**config.mk**
```make
export PLATFORM = sky130hd
export DESIGN_NAME = fetch_unit
export DESIGN_NICKNAME = d
export VERILOG_FILES = /design/src/rtl/fetch_unit.sv
export SDC_FILE = /design/constraint.sdc
export NUM_CORES = 1
export LEC_CHECK = 0
export CAP_MARGIN = 25
export CELL_PAD_IN_SITES_DETAIL_PLACEMENT = 0
export CELL_PAD_IN_SITES_GLOBAL_PLACEMENT = 2
export CORE_UTILIZATION = 26
export CTS_BUF_LIST = sky130_fd_sc_hd__clkbuf_16
export CTS_CLUSTER_DIAMETER = 50
export DETAILED_ROUTE_END_ITERATION = 10
export GPL_TIMING_DRIVEN = 0
export PLACE_DENSITY = 0.95
export SLEW_MARGIN = 20
export SYNTH_ARGS = -nofsm -noshare
export SYNTH_HDL_FRONTEND = slang
export SYNTH_SLANG_ARGS = --single-unit
```
**constraint.sdc**
```tcl
create_clock -name clk -period 4.2 [get_ports clk]
set_input_delay 0.84 -clock clk [delete_from_list [all_inputs] [get_ports clk]]
set_output_delay 0.84 -clock clk [all_outputs]
set_load 0.005 [all_outputs]
```
**src/rtl/fetch_unit.sv**
```systemverilog
// ---------------------------------------------------------------------------
// fetch_unit
//
// Instruction-fetch stage sitting directly in front of the main/ALU decoder.
// It owns the program counter and requests one word at a time from
// instruction memory. Each instruction moves through three phases:
//   REQ  - request the word at pc until memory accepts it (imem_ready)
//   WAIT - wait for the read data (imem_rvalid), however long it takes
//   HOLD - keep the instruction stable for execute until the datapath
//          releases it (stall low); then pick the next pc
//
// Ports
//   clk, rst_n        clock; asynchronous active-low reset
//   imem_req          request strobe, high while in REQ
//   imem_addr         fetch address, always equal to pc
//   imem_ready        memory accepted the request this cycle
//   imem_rvalid       imem_rdata carries the fetched word
//   imem_rdata        fetched instruction word
//   PCSrc, PCTarget   next-pc select and branch/jal target (sampled at release)
//   stall             datapath not ready to retire the held instruction
//   instr_valid       instr/op/funct3/funct7 are valid for execute
//   instr             held instruction
//   op/funct3/funct7  decoder fields sliced from instr
//   pc, pc_plus4      address of the held instruction and its successor
//   misalign          sticky flag: a target with non-zero [1:0] was taken
//   retired           count of retired instructions (wraps)
// ---------------------------------------------------------------------------
module fetch_unit #(
    parameter logic [31:0] RESET_PC  = 32'h0000_0000,
    parameter logic [31:0] NOP_INSTR = 32'h0000_0013
) (
    input  logic        clk,
    input  logic        rst_n,
    output logic        imem_req,
    output logic [31:0] imem_addr,
    input  logic        imem_ready,
    input  logic        imem_rvalid,
    input  logic [31:0] imem_rdata,
    input  logic        PCSrc,
    input  logic [31:0] PCTarget,
    input  logic        stall,
    output logic        instr_valid,
    output logic [31:0] instr,
    output logic [6:0]  op,
    output logic [2:0]  funct3,
    output logic        funct7,
    output logic [31:0] pc,
    output logic [31:0] pc_plus4,
    output logic        misalign,
    output logic [31:0] retired
);

    typedef enum logic [1:0] {
        REQ  = 2'd0,
        WAIT = 2'd1,
        HOLD = 2'd2
    } state_t;

    state_t state;
    state_t next_state;

    // The held instruction retires when execute stops stalling.
    logic release_instr;

    // Targets are forced to word alignment; the dropped bits only feed misalign.
    logic [31:0] aligned_target;

    assign release_instr  = (state == HOLD) && !stall;
    assign aligned_target = {PCTarget[31:2], 2'b00};

    assign op        = instr[6:0];
    assign funct3    = instr[14:12];
    assign funct7    = instr[30];
    assign pc_plus4  = pc + 32'd4;
    assign imem_addr = pc;

    always_ff @(posedge clk or negedge rst_n) begin
        if (!rst_n) begin
            state <= REQ;
        end else begin
            state <= next_state;
        end
    end

    always_comb begin
        next_state  = state;
        imem_req    = 1'b0;
        instr_valid = 1'b0;
        unique case (state)
            REQ: begin
                imem_req = 1'b1;
                if (imem_ready) begin
                    next_state = WAIT;
                end
            end
            WAIT: begin
                if (imem_rvalid) begin
                    next_state = HOLD;
                end
            end
            HOLD: begin
                instr_valid = 1'b1;
                if (!stall) begin
                    next_state = REQ;
                end
            end
            default: begin
                next_state = REQ;
            end
        endcase
    end

    // Instruction capture happens only on the single rvalid beat in WAIT, so
    // stray rvalid in REQ or HOLD can never overwrite the held word.
    always_ff @(posedge clk or negedge rst_n) begin
        if (!rst_n) begin
            instr <= NOP_INSTR;
        end else if ((state == WAIT) && imem_rvalid) begin
            instr <= imem_rdata;
        end
    end

    // PC, retire counter and misalign flag only move at release; PCSrc and
    // PCTarget are free to change during a stall without consequence.
    always_ff @(posedge clk or negedge rst_n) begin
        if (!rst_n) begin
            pc       <= RESET_PC;
            retired  <= 32'd0;
            misalign <= 1'b0;
        end else if (release_instr) begin
            pc      <= PCSrc ? aligned_target : pc_plus4;
            retired <= retired + 32'd1;
            if (PCSrc && (PCTarget[1:0] != 2'b00)) begin
                misalign <= 1'b1;
            end
        end
    end

endmodule

```
==> results.yml, run 1 <==
logic_synthesis:
  syn_area_per_cell_sq_um: 9.52
  synth-xor-area-share: 0.0914
  syn_inst: 594
  synth_fa_ha_area_frac: 0.00442
  synth_edf_count: 0
  synth_top_family_by_area: "simple AND/OR/NAND/NOR gates"
  synth-simple-area-share: 0.210
  syn-cell-area_sq_mm: 0.00566
  synth_compound_area_frac: 0.0931
  seq_area_frac_synth: 0.430
  synth_seq_cells: 97
  synth_cell_types: 53
  yosysWarnings: 0
  synth_mux_area_frac: 0.0672
  synth-main-ff-cell: "dfrtp_1"
  async_flop_share: 1.00
sta:
  rsz0062_at_grt: "false"
  tightest_slew_ns: 0.802
  worst_slack_ns: 0.207
  max_freq_mhz: 250
  fin_setup_tns_ns: 0
  setup_viol: 0
  drv_slew: 0
  timing.final.crit_share: 0.951
  clock-skew-final_ns: 0.0149
  slew_headroom: 0.460
  finalHoldViolations: 0
  fin_crit_ns: 3.99
finish:
  fillers: 2088
  n_antenna_cell: 0
  area_growth_pct: 54.6
  drive_above_1_share: 0.139
  multi_input_area_sq_mm: 0.00267
  fin_nets: 921
  seq_area_sq_mm: 0.00243
critical_path:
  crit_type: "reg -> out"
  crit_fanout: 10
  rr_endpoint: "imem_addr[5]$_DFFE_PN0P_"
  reg2reg_depth: 7
  timing.rr.start: "state[0]$_DFFE_PN0P_"
  crit_path_end_kind: "primary output"
  endpoint: "pc_plus4[26]"
  required_ns: 3.36
  setup.worst_path.start: "imem_addr[2]$_DFFE_PN0P_"
  critPathArrivalTime_ns: 3.15
  start_kind: "flop"
  r2r_setup_slack_ns: 1.75
power:
  p_int_mw: 3.01
  pwr-share-comb: 0.480
  total_power_mw: 4.45
  power_switching_share: 0.323
  seqPwrFrac: 0.329
  irDropWorstVdd_uv: 226
  power.density_mw_per_mm2: 509
  p_leak_nw: 3.66
  power.share.clock: 0.191
  p_sw_mw: 1.44
detailed_routing:
  viasPerCell: 4.75
  initialDrtViolationCount: 220
  drcViolationCount: 0
  postRouteAntennaNets: 0
  drt-total-wl_um: 19000
  vias: 5362
  drtPass1Iterations: 5
  wl_per_cell_um: 16.8
floorplanning:
  core_area_sq_mm: 0.0212
  io_pins: 244
  start_util: 0.267
  dieHeight_um: 150
  dieArea_sq_mm: 0.0224
  rows: 53
  dieWidth_um: 150
min_path:
  hold_path.class: "in -> async"
clocking:
  cts_tree: "built"
  numClockSinks: 97
  cts_made_buffers: 9
  hold_buffers: 0
  clockRootBuffer: "clkbuf_16"
  clock_latency_ns: 0.35
  clk_pin_slew_worst_paths_ns: 0.08
  htreeDepth: 3
  cts.path.max_buffers: 2
placed_design:
  gp_congestion: 0.806
  io_buffer_count: 237
  place_worst_setup_slack_ns: 0.392
  hpwl_um: 14400
flow_run:
  cap_violations: 0
global_routing:
  grt_first_pass_wirelength_um: 28800
  grt_max_degree: 52
  grtUsageTotal: 0.166
  grt_pass1_vias: 5239
  gr-total-overflow: 0
  antenna_found_initial: 0
status:
  outcome: "completed"
[worst min-delay path by stage]
stage                             from                 endpoint  slack (ns)  cells past startpoint
2_1_floorplan  retired[31]$_DFFE_PN0P_  retired[31]$_DFFE_PN0P_        0.46                      1
3_3_place_gp   retired[31]$_DFFE_PN0P_  retired[31]$_DFFE_PN0P_        0.47                      1
3_5_place_dp   retired[31]$_DFFE_PN0P_  retired[31]$_DFFE_PN0P_        0.47                      1
4_1_cts                          rst_n  retired[27]$_DFFE_PN0P_        0.43                      1
5_1_grt                          rst_n  retired[27]$_DFFE_PN0P_        0.45                      1
6_report                         rst_n  retired[25]$_DFFE_PN0P_        0.41                      1
[metal layers]
layer  routed length, um  global-route usage  up-vias
met5                   0                   0        -
met4                 226              0.0469        0
met3                1300              0.0293       14
met2                8970               0.283      219
met1                8460               0.214     2554
li1                    -                   -     2575
[cells in the final DEF, fill, tap and decap left out, types with 13 or more instances in the layout]
cell             instances
clkdlybuf4s50_1        236
mux2_2                  32
xnor2_1                 30
nand3_1                 38
nor2_1                  27
buf_4                   48
nand2_1                 36
o21ai_0                 17
a21oi_1                 18
nand4_1                 24
dfrtp_1                 94
xor2_1                  29
buf_2                   13
nor3_1                  25
inv_1                   14
clkbuf_1                26
and3_1                  27
[flip-flops by register name, indices dropped and copies added, names as in the netlist]
register / cells
imem_addr: 30
instr: 32
misalign: 1
retired: 32
state: 2
[repair_timing]
action                     4_1_cts  5_1_grt
pin swaps                        0        1
setup endpoints to repair        1        2
resized for setup                1        0
buffers inserted                 0        1
[Yosys cell counts, drive strengths merged, types with 4 or more instances]
master | count | area, sq um
xnor2 | 30 | 263
a21oi | 18 | 90.1
nor2 | 27 | 101
nand4 | 25 | 163
xor2 | 29 | 254
o311ai | 4 | 35.0
o211ai | 11 | 82.6
dfrtp | 94 | 2350
nand2 | 36 | 135
clkbuf | 27 | 103
and2 | 5 | 31.3
nand3 | 38 | 190
mux2 | 32 | 360
or3 | 5 | 31.3
and4 | 8 | 70.1
nor3 | 25 | 125
and3 | 27 | 169
inv | 14 | 52.6
a31oi | 5 | 31.3
buf | 61 | 429
nor4 | 11 | 75.1
o21ai | 17 | 85.1
[area by class of cell]
| type | instances | share of cell area |
|---|---|---|
| Sequential cell | 97 | 0.278 |
| Inverter | 14 | 0.00601 |
| Buffer | 88 | 0.0608 |
| Clock inverter | 7 | 0.00930 |
| Tap cell | 275 | 0.0394 |
| Clock buffer | 9 | 0.0258 |
| Timing Repair Buffer | 239 | 0.275 |
| Multi-Input combinational cell | 400 | 0.305 |
[power by group through the flow]
stage / combinational (mW) / clock, mW / sequential, mW
3_5_place_dp: 2.14 / 0 / 1.49
5_1_grt: 2.31 / 0.910 / 1.51
6_report: 2.14 / 0.850 / 1.47
2_1_floorplan: 0.882 / 0 / 1.45
4_1_cts: 2.16 / 0.878 / 1.47
3_3_place_gp: 2.13 / 0 / 1.47
[per-stage QoR]
stage          cell area [sq um]  std cells  hold slack [ns]   util
2_1_floorplan               5680        599            0.465      -
3_3_place_gp                8390       1111            0.472  0.397
3_5_place_dp                8420       1112            0.468  0.398
4_1_cts                     8740       1128            0.428  0.413
5_1_grt                     8740       1129            0.452  0.413
6_report                    8740       1129            0.413  0.413
[worst max-delay path: stages, from the launching register on]
cell	delay, ns
dfrtp_1	0.49
ha_1	0.31
nand3_1	0.31
nor4_4	0.38
buf_2	0.32
nand3_1	0.16
xnor2_1	0.29
clkdlybuf4s50_1	0.55
[cell families (layout without fill, tap and decap cells)]
family,count (synthesis),count (layout)
AND/OR/NAND/NOR,220,220
other,1,6
multiplexers,34,34
buffers and inverters,102,357
flip-flops,97,97
adder cells (fa/ha/maj),2,2
AO/OA/AOI/OAI,79,79
XOR/XNOR,59,59
Power figures use the tool's default switching activity.
==> run 2, diff against run 1 <==
- CORE_MARGIN: default -> 2
- CORE_UTILIZATION: 26 -> 39
- DONT_BUFFER_PORTS: default -> 1
- PLACE_DENSITY: 0.95 -> 0.94
==> results.yml, run 2 (synthesized netlist as in run 1, its figures left out) <==
floorplanning:
  core_area_sq_mm: 0.0144
  dieArea_sq_mm: 0.0155
  rows: 44
  dieWidth_um: 124
  dieHeight_um: 124
  io_pins: 244
  start_util: 0.394
clocking:
  clk_pin_slew_worst_paths_ns: 0.07
  cts.path.max_buffers: 2
  clockRootBuffer: "clkbuf_16"
  hold_buffers: 0
  clock_latency_ns: 0.35
  cts_tree: "built"
  htreeDepth: 3
  cts_setup_buffers: 0
  numClockSinks: 97
  cts_resized: 0
  cts_made_buffers: 9
sta:
  slew_headroom: 0.533
  tightest_slew_ns: 0.694
  timing.final.crit_share: 0.853
  drv_slew: 0
  holdWs_ns: 0.180
  setup_viol: 0
  fin_setup_tns_ns: 0
  finalHoldViolations: 0
  rsz0062_at_grt: "false"
  clock-skew-final_ns: 0.00930
  max_freq_mhz: 279
  fin_crit_ns: 3.58
detailed_routing:
  viasPerCell: 5.74
  initialDrtViolationCount: 242
  drt-total-wl_um: 16500
  drcViolationCount: 0
  wl_per_cell_um: 20.7
  drtPass1Iterations: 4
  vias: 4592
  postRouteAntennaNets: 0
critical_path:
  crit_type: "reg -> out"
  required_ns: 3.36
  crit_fanout: 10
  start_kind: "flop"
  crit_path_end_kind: "primary output"
  critPathArrivalTime_ns: 2.74
  cpMaxStageDelayCell: "nor4_2"
  worstPathCellList: "ha_1 -> nand3_1 -> nor4_2 -> buf_2 -> nand4_1 -> xnor2_1"
  critPathMaxStageDelay_ns: 0.50
finish:
  drive_above_1_share: 0.187
  fin_area_sq_mm: 0.00621
  fillers: 1394
  area_growth_pct: 9.78
  fin_nets: 682
  final_common_cell: "dfrtp_1"
  final_util: 0.432
  final_cell_mix: "94 x dfrtp_1, 47 x buf_4, 38 x nand3_1, 36 x nand2_1, 32 x mux2_2"
placed_design:
  placed_area_sq_mm: 0.00591
  io_buffer_count: 0
  gp_congestion: 0.872
  hpwl_um: 12100
power:
  p_leak_nw: 2.69
  power.density_mw_per_mm2: 555
  irDropWorstVdd_uv: 255
  total_power_mw: 3.45
global_routing:
  gr-total-overflow: 0
  grt_first_pass_wirelength_um: 26300
  grt_pass1_vias: 4671
  grt_max_degree: 98
  grtUsageTotal: 0.211
  antenna_found_initial: 0
status:
  outcome: "completed"
flow_run:
  cap_violations: 0
min_path:
  hold_path.class: "in -> async"
-- run 2: worst max-delay path: cells and delay by family (launching register included) --
family	cells	cell delay [ns]
DFF	1	0.49
and+or+nand+nor	3	1.00
adders and majority gates	1	0.32
buffers and inverters	1	0.34
xor gates and xnor gates	1	0.25
-- run 2: final cells by class --
class	count	area (sq um)	share of cell area
buffer	88	532	0.0856
sequential	97	2430	0.391
multi-input combinational	400	2660	0.428
inverter	14	52.6	0.00846
tap	184	230	0.0371
clock buffer	9	225	0.0363
antenna	1	2.50	0.000403
clock inverter	7	76.3	0.0123
-- run 2: path summary, 6_finish.rpt --
kind / start / to / slack [ns] / cells past startpoint
max: imem_addr[3]$_DFFE_PN0P_ / pc_plus4[16] / 0.62 / 6
min: rst_n / retired[27]$_DFFE_PN0P_ / 0.18 / 0
max reg2reg: state[0]$_DFFE_PN0P_ / imem_addr[5]$_DFFE_PN0P_ / 1.72 / 7
min reg2reg: retired[31]$_DFFE_PN0P_ / retired[31]$_DFFE_PN0P_ / 0.51 / 1
max in group asynchronous: rst_n / instr[0]$_DFFE_PN1P_ / 3.80 / 0
min in group clk: retired[31]$_DFFE_PN0P_ / retired[31]$_DFFE_PN0P_ / 0.51 / 1
-- run 2: metrics by stage --
stage	setup WS [ns]	cells
final	0.618	800
after global routing	0.325	799
after CTS	0.609	799
after detailed placement	1.01	783
after global placement	0.998	783
after floorplan	1.61	599
-- run 2: metal layers --
| metal | vias to the layer above | track usage | share of wire |
|---|---|---|---|
| li1 | 2100 | - | - |
| met1 | 2227 | 0.253 | 0.39 |
| met2 | 244 | 0.353 | 0.49 |
| met3 | 21 | 0.0687 | 0.10 |
| met4 | 0 | 0.0820 | 0.017 |
| met5 | - | 0 | 0 |
-- run 2: where the power goes --
group          internal, mW  total, mW  switching [mW]
logic                 0.531       1.07           0.535
registers              1.21       1.53           0.320
clock network         0.469      0.851           0.382
==> RTL change: new RTL, config.mk and constraints of run 2 <==
Register the output `retired` once more, without a reset; this adds one clock of latency there. The other outputs are not delayed to match.
--- a/src/rtl/fetch_unit.sv
+++ b/src/rtl/fetch_unit.sv
@@ -55,6 +55,8 @@
         WAIT = 2'd1,
         HOLD = 2'd2
     } state_t;
+
+    logic [31:0] retired_s0;
 
     state_t state;
     state_t next_state;
@@ -125,16 +127,20 @@
     always_ff @(posedge clk or negedge rst_n) begin
         if (!rst_n) begin
             pc       <= RESET_PC;
-            retired  <= 32'd0;
+            retired_s0 <= 32'd0;
             misalign <= 1'b0;
         end else if (release_instr) begin
             pc      <= PCSrc ? aligned_target : pc_plus4;
-            retired <= retired + 32'd1;
+            retired_s0 <= retired_s0 + 32'd1;
             if (PCSrc && (PCTarget[1:0] != 2'b00)) begin
                 misalign <= 1'b1;
             end
         end
     end
 
+    always_ff @(posedge clk) begin
+        retired <= retired_s0;
+    end
+
 endmodule
 
Behaviour: not the same (a bounded check fails within 4 cycles, from zero or initial values and one cycle with rst_n low).
==> RTL change against run 2 <==
  * Synthesized cell count up 1.2%
  * Hold slack worse by 0.060 ns
  * Routed wire length up 2.8%
  * Global-route usage fell by 1.2 points
  * Sequential cell count rose by 32
  * Design area up 17%
  * First-iteration DRC count is 35% lower
  * Synthesized area increased by 12%
  * Setup slack better by 0.022 ns
  * Total power grew 34%
  * Largest power group unchanged
==> RTL change: results (changes against run 2) <==
synth warn 0 (unchanged); dpl cells 822 (+5.0%); Detailed Routing Iterations Pass 1 5 (+1); Synth Area in XOR/XNOR 8.05% (-1.1 points); buffer count from post-CTS setup fixing 0 (unchanged); clk_skew 0.00936 ns (+0.0000600 ns); layout cells sized above 1 23.8% (+5.1 points); biggest regs instr x32, retired x32, retired_s0 x32; DP Wirelength 12,400 um (+2.0%); sequential area share after synthesis 48.7% (+5.7 points); Final Wtd Congestion 0.889 (+1.9%); number of DRC markers in iteration 0 158 (-35%); initial antenna violation count 0 (unchanged); via count 4,623 (+0.68%); Leakage 0.00314 uW (+17%); clock slew at reported path FFs 0.07 ns (about the same); Hold Crit Class in -> async; final net count 697 (+2.2%); asr flop ratio synth 75.2% (-25 points); routed vias/inst 5.41 (-5.7%); total CTS buffers 17 (+8); Synth Area in Compound Gates 8.43% (-0.88 points); synth cell count leaders 94 x dfrtp_1, 48 x buf_4, 38 x nand2_1; fillers 1,505 (+8.0%); VDD IR max 0.000284 V (+11%); Area after DPL 6600 um^2 (+12%); switching share of power 33.0% (-2.9 points); Synth Area in Adders 0.397% (-0.046 points); pre-CTS setup slack 1.07 ns (+0.0549 ns); status finished clean; Yosys cell types 61 (+15%); ant diodes 0 (-1); H-tree levels 4 (+1); Post-Route WL 17,000 um (+2.8%); mux contribution to synthesized area 6.35% (-0.38 points); final cell utilization of the core 45.7% (+2.5 points); Synth area leaders dfrtp_1 37%, dfxtp_1 10%, buf_4 5.7%; global-route wire length before repair 27,300 um (+3.7%); max_slew headroom 48.9% (-4.4 points); gr usage total 20.0% (-1.2 points); PortBufs 0 (unchanged); root buf cell clkbuf_16; critical path arrival 2.72 ns (-0.02 ns); crit-path max FO 10 (unchanged); Avg Inst Size Synth 10.5 um^2 (+10%); pin count of the biggest net entering global routing 98 (unchanged); vias in the first global route 4,763 (+2.0%); post-CTS sizing 0 (unchanged); clk buf depth 2 (unchanged); clk_lat worst skew 0.42 ns (+0.07 ns); Top FF cell, synth dfrtp_1
RTL change: cell count changes in the layout (fill, tap and decap cells not counted), moves of 7 or more:
cell / before / now
and3_1: 27 / 17
a31oi_1: 5 / 12
o211ai_1: 11 / 3
xor2_1: 29 / 22
a21oi_1: 18 / 11
nand4_1: 24 / 13
clkbuf_16: 9 / 18
dfxtp_1: 0 / 32
RTL change: power groups by stage:
stage | registers, uW | logic [uW] | clock network, uW
finish | 1920 | 1090 | 1590
global route | 1960 | 1200 | 1680
CTS | 1920 | 1100 | 1630
detailed placement | 1940 | 1100 | 0
global placement | 1930 | 1080 | 0
floorplan | 1820 | 923 | 0
RTL change: cell type report:
class | instances | area share [%]
inverter | 20 | 1.04
sequential | 129 | 42.4
clock inverter | 14 | 2.59
buffer | 83 | 7.28
tap | 216 | 3.73
multi-input combinational | 374 | 36.7
clock buffer | 18 | 6.22
RTL change: path summary, 6_finish.rpt:
path | cells past startpoint | slack [ns] | to | from
setup / recovery | 5 | 0.64 | pc_plus4[31] | imem_addr[4]
hold / removal | 0 | 0.12 | imem_addr[19] | rst_n
setup reg to reg | 5 | 1.86 | imem_addr[31] | imem_addr[4]
hold reg to reg | 0 | 0.40 | retired[31] | retired_s0[31]
max in group asynchronous | 0 | 3.87 | instr[4] | rst_n
min in group clk | 0 | 0.40 | retired[31] | retired_s0[31]
RTL change: layer usage:
layer  up-vias  track usage, %  wire length [um]
li1       2120               -                 -
met1      2241            23.8              6780
met2       233            33.7              8390
met3        29            7.14              1540
met4         0            6.52               297
met5         -               0                 0
RTL change: critical path, stage by stage (launching register included):
cell	delay [ns]
dfrtp_1	0.41
buf_2	0.22
nand3_2	0.26
nor4_4	0.78
nand4_1	0.35
xnor2_1	0.28
